### src/rtl/stream_demux1to2_if.sv
// Valid/ready bundle for the 1-to-2 stream demux: one input stream, two output streams.
// The slave modport is the demux's view; the master modport is the upstream/downstream side.
interface stream_demux1to2_if #(
  parameter int width = 8
);
  logic [width-1:0] in_data;
  logic             in_sel;
  logic             in_valid;
  logic             in_ready;
  logic [width-1:0] out0_data;
  logic             out0_valid;
  logic             out0_ready;
  logic [width-1:0] out1_data;
  logic             out1_valid;
  logic             out1_ready;

  modport slave (
    input  in_data, in_sel, in_valid, out0_ready, out1_ready,
    output in_ready, out0_data, out0_valid, out1_data, out1_valid
  );

  modport master (
    output in_data, in_sel, in_valid, out0_ready, out1_ready,
    input  in_ready, out0_data, out0_valid, out1_data, out1_valid
  );
endinterface

### src/rtl/stream_demux1to2.sv
// Registered 1-to-2 stream demux; each output has a one-entry EMPTY/FULL holding slot.
// Optional STREAM_DEMUX_COUNT_EN adds 16-bit per-port drain counters.
module stream_demux1to2 #(
  parameter int width = 8
) (
  input  logic                   clk,
  input  logic                   rst_n,
  stream_demux1to2_if.slave      bus
`ifdef STREAM_DEMUX_COUNT_EN
  ,
  output logic [15:0]            out0_count,
  output logic [15:0]            out1_count
`endif
);

  typedef enum logic {EMPTY = 1'b0, FULL = 1'b1} slot_state_e;

  slot_state_e      state_q [2];
  slot_state_e      state_d [2];
  logic [width-1:0] data_q  [2];
  logic [width-1:0] data_d  [2];

  logic [1:0] out_ready;
  logic [1:0] slot_free;
  logic [1:0] load;
  logic [1:0] drain;
  logic       accept;

  assign out_ready = {bus.out1_ready, bus.out0_ready};

  // A slot can take a beat when it is empty or its current beat drains this cycle.
  always_comb begin
    // NOTE: every variable gets a default before any branch so no latch is inferred.
    slot_free = '0;
    load      = '0;
    drain     = '0;
    for (int n = 0; n < 2; n++) begin
      slot_free[n] = (state_q[n] == EMPTY) || out_ready[n];
      drain[n]     = (state_q[n] == FULL) && out_ready[n];
    end
    bus.in_ready = bus.in_sel ? slot_free[1] : slot_free[0];
    accept       = bus.in_valid && bus.in_ready;
    load[0]      = accept && !bus.in_sel;
    load[1]      = accept &&  bus.in_sel;
  end

  always_comb begin
    for (int n = 0; n < 2; n++) begin
      state_d[n] = state_q[n];
      data_d[n]  = data_q[n];
      case (state_q[n])
        EMPTY: begin
          if (load[n]) begin
            state_d[n] = FULL;
            data_d[n]  = bus.in_data;
          end
        end
        FULL: begin
          if (load[n]) begin
            data_d[n] = bus.in_data;
          end else if (drain[n]) begin
            state_d[n] = EMPTY;
          end
        end
        default: state_d[n] = EMPTY;
      endcase
    end
  end

  // NOTE: the holding registers are reset along with the state, so outputs read 0 in reset.
  always_ff @(posedge clk or negedge rst_n) begin
    if (!rst_n) begin
      for (int n = 0; n < 2; n++) begin
        state_q[n] <= EMPTY;
        data_q[n]  <= '0;
      end
    end else begin
      // NOTE: non-blocking assignments so all state updates see pre-edge values.
      for (int n = 0; n < 2; n++) begin
        state_q[n] <= state_d[n];
        data_q[n]  <= data_d[n];
      end
    end
  end

  assign bus.out0_valid = (state_q[0] == FULL);
  assign bus.out1_valid = (state_q[1] == FULL);
  assign bus.out0_data  = data_q[0];
  assign bus.out1_data  = data_q[1];

`ifdef STREAM_DEMUX_COUNT_EN
  logic [15:0] count_q [2];
  logic [15:0] count_d [2];

  // Free-running drain counters; natural 16-bit overflow gives the wrap to 0.
  always_comb begin
    for (int n = 0; n < 2; n++) begin
      count_d[n] = drain[n] ? count_q[n] + 16'd1 : count_q[n];
    end
  end

  always_ff @(posedge clk or negedge rst_n) begin
    if (!rst_n) begin
      for (int n = 0; n < 2; n++) count_q[n] <= '0;
    end else begin
      for (int n = 0; n < 2; n++) count_q[n] <= count_d[n];
    end
  end

  assign out0_count = count_q[0];
  assign out1_count = count_q[1];
`endif

endmodule
### src/flat_wrapper.sv
// flat-port wrapper written by rule: the top's interface ports become plain ports
module stream_demux1to2_flat 
#(
  parameter int width = 8
)
  (clk, rst_n, bus_in_data, bus_in_sel, bus_in_valid, bus_out0_ready, bus_out1_ready, bus_in_ready, bus_out0_data, bus_out0_valid, bus_out1_data, bus_out1_valid);
  stream_demux1to2_if #(.width(width)) bus_i ();
  input  logic clk;
  input  logic rst_n;
  input wire logic [$bits(bus_i.in_data)-1:0] bus_in_data;
  input wire logic [$bits(bus_i.in_sel)-1:0] bus_in_sel;
  input wire logic [$bits(bus_i.in_valid)-1:0] bus_in_valid;
  input wire logic [$bits(bus_i.out0_ready)-1:0] bus_out0_ready;
  input wire logic [$bits(bus_i.out1_ready)-1:0] bus_out1_ready;
  output wire logic [$bits(bus_i.in_ready)-1:0] bus_in_ready;
  output wire logic [$bits(bus_i.out0_data)-1:0] bus_out0_data;
  output wire logic [$bits(bus_i.out0_valid)-1:0] bus_out0_valid;
  output wire logic [$bits(bus_i.out1_data)-1:0] bus_out1_data;
  output wire logic [$bits(bus_i.out1_valid)-1:0] bus_out1_valid;
  assign bus_i.in_data = bus_in_data;
  assign bus_i.in_sel = bus_in_sel;
  assign bus_i.in_valid = bus_in_valid;
  assign bus_i.out0_ready = bus_out0_ready;
  assign bus_i.out1_ready = bus_out1_ready;
  assign bus_in_ready = bus_i.in_ready;
  assign bus_out0_data = bus_i.out0_data;
  assign bus_out0_valid = bus_i.out0_valid;
  assign bus_out1_data = bus_i.out1_data;
  assign bus_out1_valid = bus_i.out1_valid;
  stream_demux1to2 #(.width(width)) u_core (.clk(clk), .rst_n(rst_n), .bus(bus_i));
endmodule
### config.mk
export PLATFORM = sky130hd
export DESIGN_NAME = stream_demux1to2_flat
export DESIGN_NICKNAME = d
export VERILOG_FILES = /design/src/rtl/stream_demux1to2_if.sv /design/src/rtl/stream_demux1to2.sv /design/src/flat_wrapper.sv
export SDC_FILE = /design/constraint.sdc
export NUM_CORES = 1
export LEC_CHECK = 0
export CORE_ASPECT_RATIO = 1.2
export CORE_MARGIN = 5
export CORE_UTILIZATION = 35
export DETAILED_ROUTE_END_ITERATION = 10
export GPL_TIMING_DRIVEN = 0
export PLACE_DENSITY = 0.75
export SKIP_LAST_GASP = 1
export SLEW_MARGIN = 10
export SYNTH_ARGS = -nofsm -noshare
export SYNTH_HDL_FRONTEND = slang
export SYNTH_SLANG_ARGS = --single-unit
### constraint.sdc
create_clock -name clk -period 1.4 [get_ports clk]
set_input_delay 0.42 -clock clk [delete_from_list [all_inputs] [get_ports clk]]
set_output_delay 0.42 -clock clk [all_outputs]
set_load 0.005 [all_outputs]
### After elaboration in Yosys (flattened, before gate mapping)

Cells that the tools add are included.

* input bits: 14
* output and inout port bits: 19
* memory bits (read-only): 0
* memory bits (writable): 0
* latch bits: 0
* bits in registers: 18
* memories: 0
* logic and storage cells: 25

* equal/unequal tests: 0
* reductions and logical operators: 8
* $lt $le $gt $ge: 0
* bitwise logic cells: 2
* add/subtract/negate cells: 0
* multiply operators: 0
* div/mod/pow operators: 0
* shift-type cells: 0
* multiplexer cells: 11

Operator list (number)
* $mux W8: 2
* $mux W1: 7
* $logic_and A1 B1 Y1: 5
* $pmux W1 S2: 2
* $logic_or A1 B1 Y1: 2
* $not A1 Y1: 2
* $logic_not A1 Y1: 1

### Longest topological paths before layout

* depth in word-level cells: 7
* gate-level depth with buffers: 4
* gate-level depth less buffers: 3

### Worst setup path before layout

No wires, ideal clock.

* path type: input port to flip-flop
* start: input port bus_out1_ready
* end: register u_core.data_q, in the netlist u_core.bus.out1_data[0]
* data required time: 1.275 ns
* setup time: 0.125 ns
* buffers on the path: 0
* stages: 3
* arrival: 1.156 ns
* slack: 0.119 ns
* path through: and2b_2 > nor2_8 > mux2_2

* cells in the longest elaborated chain, start to end: 4

Ends and longest elaborated chain
* start, declared: RTL line flat_wrapper.sv:14 `input wire logic [$bits(bus_i.out1_ready)-1:0] bus_out1_ready;`
* $logic_or A1 B1 Y1: RTL line stream_demux1to2.sv:38 `slot_free[n] = (state_q[n] == EMPTY) || out_ready[n];`
* $mux W1: RTL line stream_demux1to2.sv:41 `bus.in_ready = bus.in_sel ? slot_free[1] : slot_free[0];`
* $logic_and A1 B1 Y1: RTL line stream_demux1to2.sv:42 `accept = bus.in_valid && bus.in_ready;`
* $logic_and A1 B1 Y1: RTL line stream_demux1to2.sv:44 `load[1] = accept && bus.in_sel;`
* end signal, assigned by index: RTL line stream_demux1to2.sv:81 `data_q[n] <= data_d[n];`
* end, declared: RTL line stream_demux1to2.sv:20 `logic [width-1:0] data_q [2];`

No other way between the ends.
A chain may end at the register's enable or synchronous reset.

### Worst setup path in the final report

* start: register u_core.state_q, in the netlist u_core.bus.out0_valid
* end: output port bus_in_ready

* cells in the longest elaborated chain, start to end: 3

Ends and longest elaborated chain
* start, declared: RTL line stream_demux1to2.sv:18 `slot_state_e state_q [2];`
* start signal, assigned by index: RTL line stream_demux1to2.sv:80 `state_q[n] <= state_d[n];`
* $not A1 Y1
* $logic_or A1 B1 Y1: RTL line stream_demux1to2.sv:38
* $mux W1: RTL line stream_demux1to2.sv:41
* end, declared: RTL line flat_wrapper.sv:15 `output wire logic [$bits(bus_i.in_ready)-1:0] bus_in_ready;`

No other way between the ends.

==> metrics.log <==
[metrics] utilization after layout: 0.591
[metrics] Lkg Pwr: about 0.57 nW
[metrics] count of hold buffers inserted by post-cts repair: 0
[metrics] Floorplan Core Area: approximately 2100 µm²
[metrics] proportion of synthesized chip area in sequential cells: 0.583
[metrics] Antenna Nets Post-Route: 0
[metrics] GR peak layer: met2
[metrics] die height: just over 60 µm
[metrics] largest net degree at the start of global routing: 19
[metrics] area share of the largest cell type after synthesis: 0.583
[metrics] vias per std cell: about 4.2
[metrics] Worst-path clk slew: approximately 0.1 ns
[metrics] summed area of non-filler cells in the final layout: approximately 1200 µm²
[metrics] final hold viol count: 0
[metrics] total of buffers placed on input and output ports: 32
[metrics] number of max-capacitance violations reported: 0
[metrics] dominant cell by count in the synthesized netlist: sky130_fd_sc_hd__dfrtp_1
[metrics] grt total ovfl: 0
[metrics] post-route total power: around 1.4 mW
[metrics] warnings from Yosys: 0
[metrics] Post-synth EDFFs: 0
[metrics] number of distinct standard cells referenced by the synthesized netlist: 12
[metrics] ranking of synthesized cells by instance count: 18 x sky130_fd_sc_hd__dfrtp_1, 8 x sky130_fd_sc_hd__mux2_2, 8 x sky130_fd_sc_hd__mux2_4
[metrics] critical path type: reg2out
[metrics] CP Launch Type: register
[metrics] initial DRC count: 5
[metrics] post-synthesis average cell area: between 15 and 20 µm²
[metrics] worst hold path class: reg2reg
[metrics] number of storage elements in the synthesis netlist: 18
[metrics] met3 capacity usage during global routing: 0.0339
[metrics] Clock Root Buffer: sky130_fd_sc_hd__clkbuf_4
[metrics] count of boundary I/O pins: 33
[metrics] met1 demand-to-capacity share in global routing: 0.133
[metrics] dominant combinational cell family by area after synthesis: multiplexers
[metrics] data required time at the worst endpoint: around 0.98 ns
[metrics] number of global-route vias before repair: ~580
[metrics] Critical Path Max Stage Delay: around 0.40 ns
[metrics] site row count: 18
[metrics] Final Cycle Share: 1.10
[metrics] Synthesized Nets: 59
[metrics] Horiz. Die Dim: ~53 µm
[metrics] effective utilization at floorplan: 0.369
[metrics] cell accounting for the most synthesized area: sky130_fd_sc_hd__dfrtp_1
[metrics] asr flop ratio synth: 1.00
[metrics] RSZ-0062 raised after global routing: yes
[metrics] Layout Skew: 0.00174 ns
[metrics] diode insertion count for antenna repair: 0
[metrics] Filler Cell Count: between 150 and 200
[metrics] final HPWL from detailed placement: 1100 µm
[metrics] pins over their slew limit: 0
[metrics] data arrival time at the worst-slack endpoint: approximately 1.1 ns
[metrics] H-tree depth: 1
[metrics] slew at the pin closest to its max-slew limit: ~0.79 ns
[metrics] via count: approximately 500
[metrics] number of buffers inserted during clock tree synthesis: 3
[metrics] clock period minus worst slack: about 1.5 ns
[metrics] CP Capture Type: output port
[metrics] multiplexer share of the synthesized area: 0.272
[metrics] Synth Instances: between 40 and 50
[metrics] main area contributors after synthesis: sky130_fd_sc_hd__dfrtp_1 58%, sky130_fd_sc_hd__mux2_4 16%, sky130_fd_sc_hd__mux2_2 12%
[metrics] first-pass GRT wire length: 2550 µm
[metrics] outcome: finished with violations
[metrics] Peak Freq: around 650 MHz
[metrics] antenna violations before repair: 0
[metrics] pwr dens: about 1100 nW/µm²
[metrics] Sink Count: 18
[metrics] area fraction in and, or, nand and nor cells after synthesis: 0.113
[metrics] critical path peak fanout: 2
[metrics] worst path cell trace: buf_6, nand2b_4, nor2_4, a21oi_2, buf_2
[metrics] highest-delay cell along the critical path: sky130_fd_sc_hd__dfrtp_1
[metrics] global routing met2 resource utilization: 0.183
[metrics] fraction of the mapped netlist area in compound gates: 0.00647
[metrics] Post-Synth XOR/XNOR Area: 0
[metrics] routability congestion estimate from global placement: ~0.59
[metrics] post-synthesis adder-cell area fraction: 0
[metrics] setup violators final: 10
[metrics] latest clock arrival within the worst-skew pair: 0.28 ns
[metrics] clock tree from TritonCTS: built
[metrics] total track usage: 0.107
[metrics] total wire length after detailed routing: around 1600 µm
[metrics] area occupied by multi-input gates: ~310 µm²
[metrics] CTS Buffer Depth: 2
[metrics] drt drc: 0
[metrics] die footprint: 3250 µm²
[metrics] relative slew slack: 0.471
[metrics] share of layout cells above drive strength 1: 0.422
[metrics] Main synth FF type: sky130_fd_sc_hd__dfrtp_1
[metrics] final routed wire length divided by cell count: ~13 µm
[metrics] min setup slack post-route: -0.139 ns
[metrics] Max rail drop VDD: ~0.00066 V
[metrics] cell area after synthesis: about 770 µm²
[metrics] Area growth syn-to-layout: 60.0%
[metrics] Bufs and invs on worst path: 2
[metrics] cell area after placement: between 1000 and 1500 µm²
[metrics] violated checks: negative setup slack
[metrics] sequential cell area: around 450 µm²
[metrics] number of optimization iterations in the first detailed-route pass: 3
[metrics] Top Family by Delay on Critical Path: flip-flops
[metrics] number of nets in the final layout: 105
power breakdown:
group	internal, mW	switching, mW	leakage, nW
sequential	0.609	0.0474	0.212
clock	0.158	0.158	0.0210
combinational	0.290	0.126	0.341
total	1.06	0.332	0.574
flip-flops by register name (all words and copies together) (netlist names):
name	count
u_core.bus.out1_valid	1
u_core.bus.out0_data	8
u_core.bus.out0_valid	1
u_core.bus.out1_data	8
worst paths after layout:
kind,start,end,slack [ns],cells after the start
worst max-delay path,u_core.bus.out0_valid,bus_in_ready,-0.14,5
worst min-delay path,u_core.bus.out1_data[3],u_core.bus.out1_data[3],0.52,1
worst max register to register,u_core.bus.out0_valid,u_core.bus.out0_data[6],0.01,6
worst min register to register,u_core.bus.out1_data[3],u_core.bus.out1_data[3],0.52,1
max in group asynchronous,rst_n,u_core.bus.out1_data[3],0.33,1
min in group asynchronous,rst_n,u_core.bus.out1_valid,0.58,1
per-stage QoR:
step | setup TNS, ns | hold slack (ns) | setup slack [ns] | std cells
finish | -0.823 | 0.518 | -0.139 | 120
global route | -1.51 | 0.542 | -0.215 | 120
global placement | -7.78 | 0.491 | -0.807 | 107
detailed placement | -8.54 | 0.494 | -0.818 | 107
floorplan | 0 | 0.124 | 0.119 | 45
CTS | -0.871 | 0.514 | -0.164 | 117
metal layers:
metal / vias to the layer above / routed length (µm)
met2: 20 / 809
li1: 244 / -
met1: 242 / 662
met3: 0 / 104
met4: 0 / 0
met5: - / 0
repair_timing:
action                                  CTS  global route
setup buffers                             6             3
pin swaps                                 1             0
gates resized for setup                  29            15
endpoints found under the setup margin   35            34
final cells by class:
| type | count | share of cell area |
|---|---|---|
| plain buffers | 1 | 0.0162 |
| clock buffers | 4 | 0.0293 |
| multi-input cells | 26 | 0.254 |
| flip-flops and latches | 18 | 0.364 |
| well taps | 30 | 0.0303 |
| repair buffers | 41 | 0.306 |
layout by cell type, fill, tap and decap left out:
cell type,count
sky130_fd_sc_hd__a21oi_2,1
sky130_fd_sc_hd__buf_12,1
sky130_fd_sc_hd__buf_2,1
sky130_fd_sc_hd__nand2b_1,1
sky130_fd_sc_hd__nor2_8,1
sky130_fd_sc_hd__nor2_4,1
sky130_fd_sc_hd__nand2_1,2
sky130_fd_sc_hd__buf_4,8
sky130_fd_sc_hd__nor2b_4,1
sky130_fd_sc_hd__clkdlybuf4s15_1,15
sky130_fd_sc_hd__and2b_2,1
sky130_fd_sc_hd__dfrtp_1,18
sky130_fd_sc_hd__clkdlybuf4s50_1,10
sky130_fd_sc_hd__clkbuf_8,1
sky130_fd_sc_hd__buf_6,1
sky130_fd_sc_hd__mux2_2,8
sky130_fd_sc_hd__nand2b_4,2
sky130_fd_sc_hd__clkbuf_4,3
sky130_fd_sc_hd__dlygate4sd2_1,6
sky130_fd_sc_hd__mux2_4,8
cells by family after synthesis:
family,count (synthesis)
multiplexers,16
AND/OR/NAND/NOR,9
flip-flops,18
AO/OA/AOI/OAI,1
buffers and inverters,1
(Power assumes the default switching activity.)
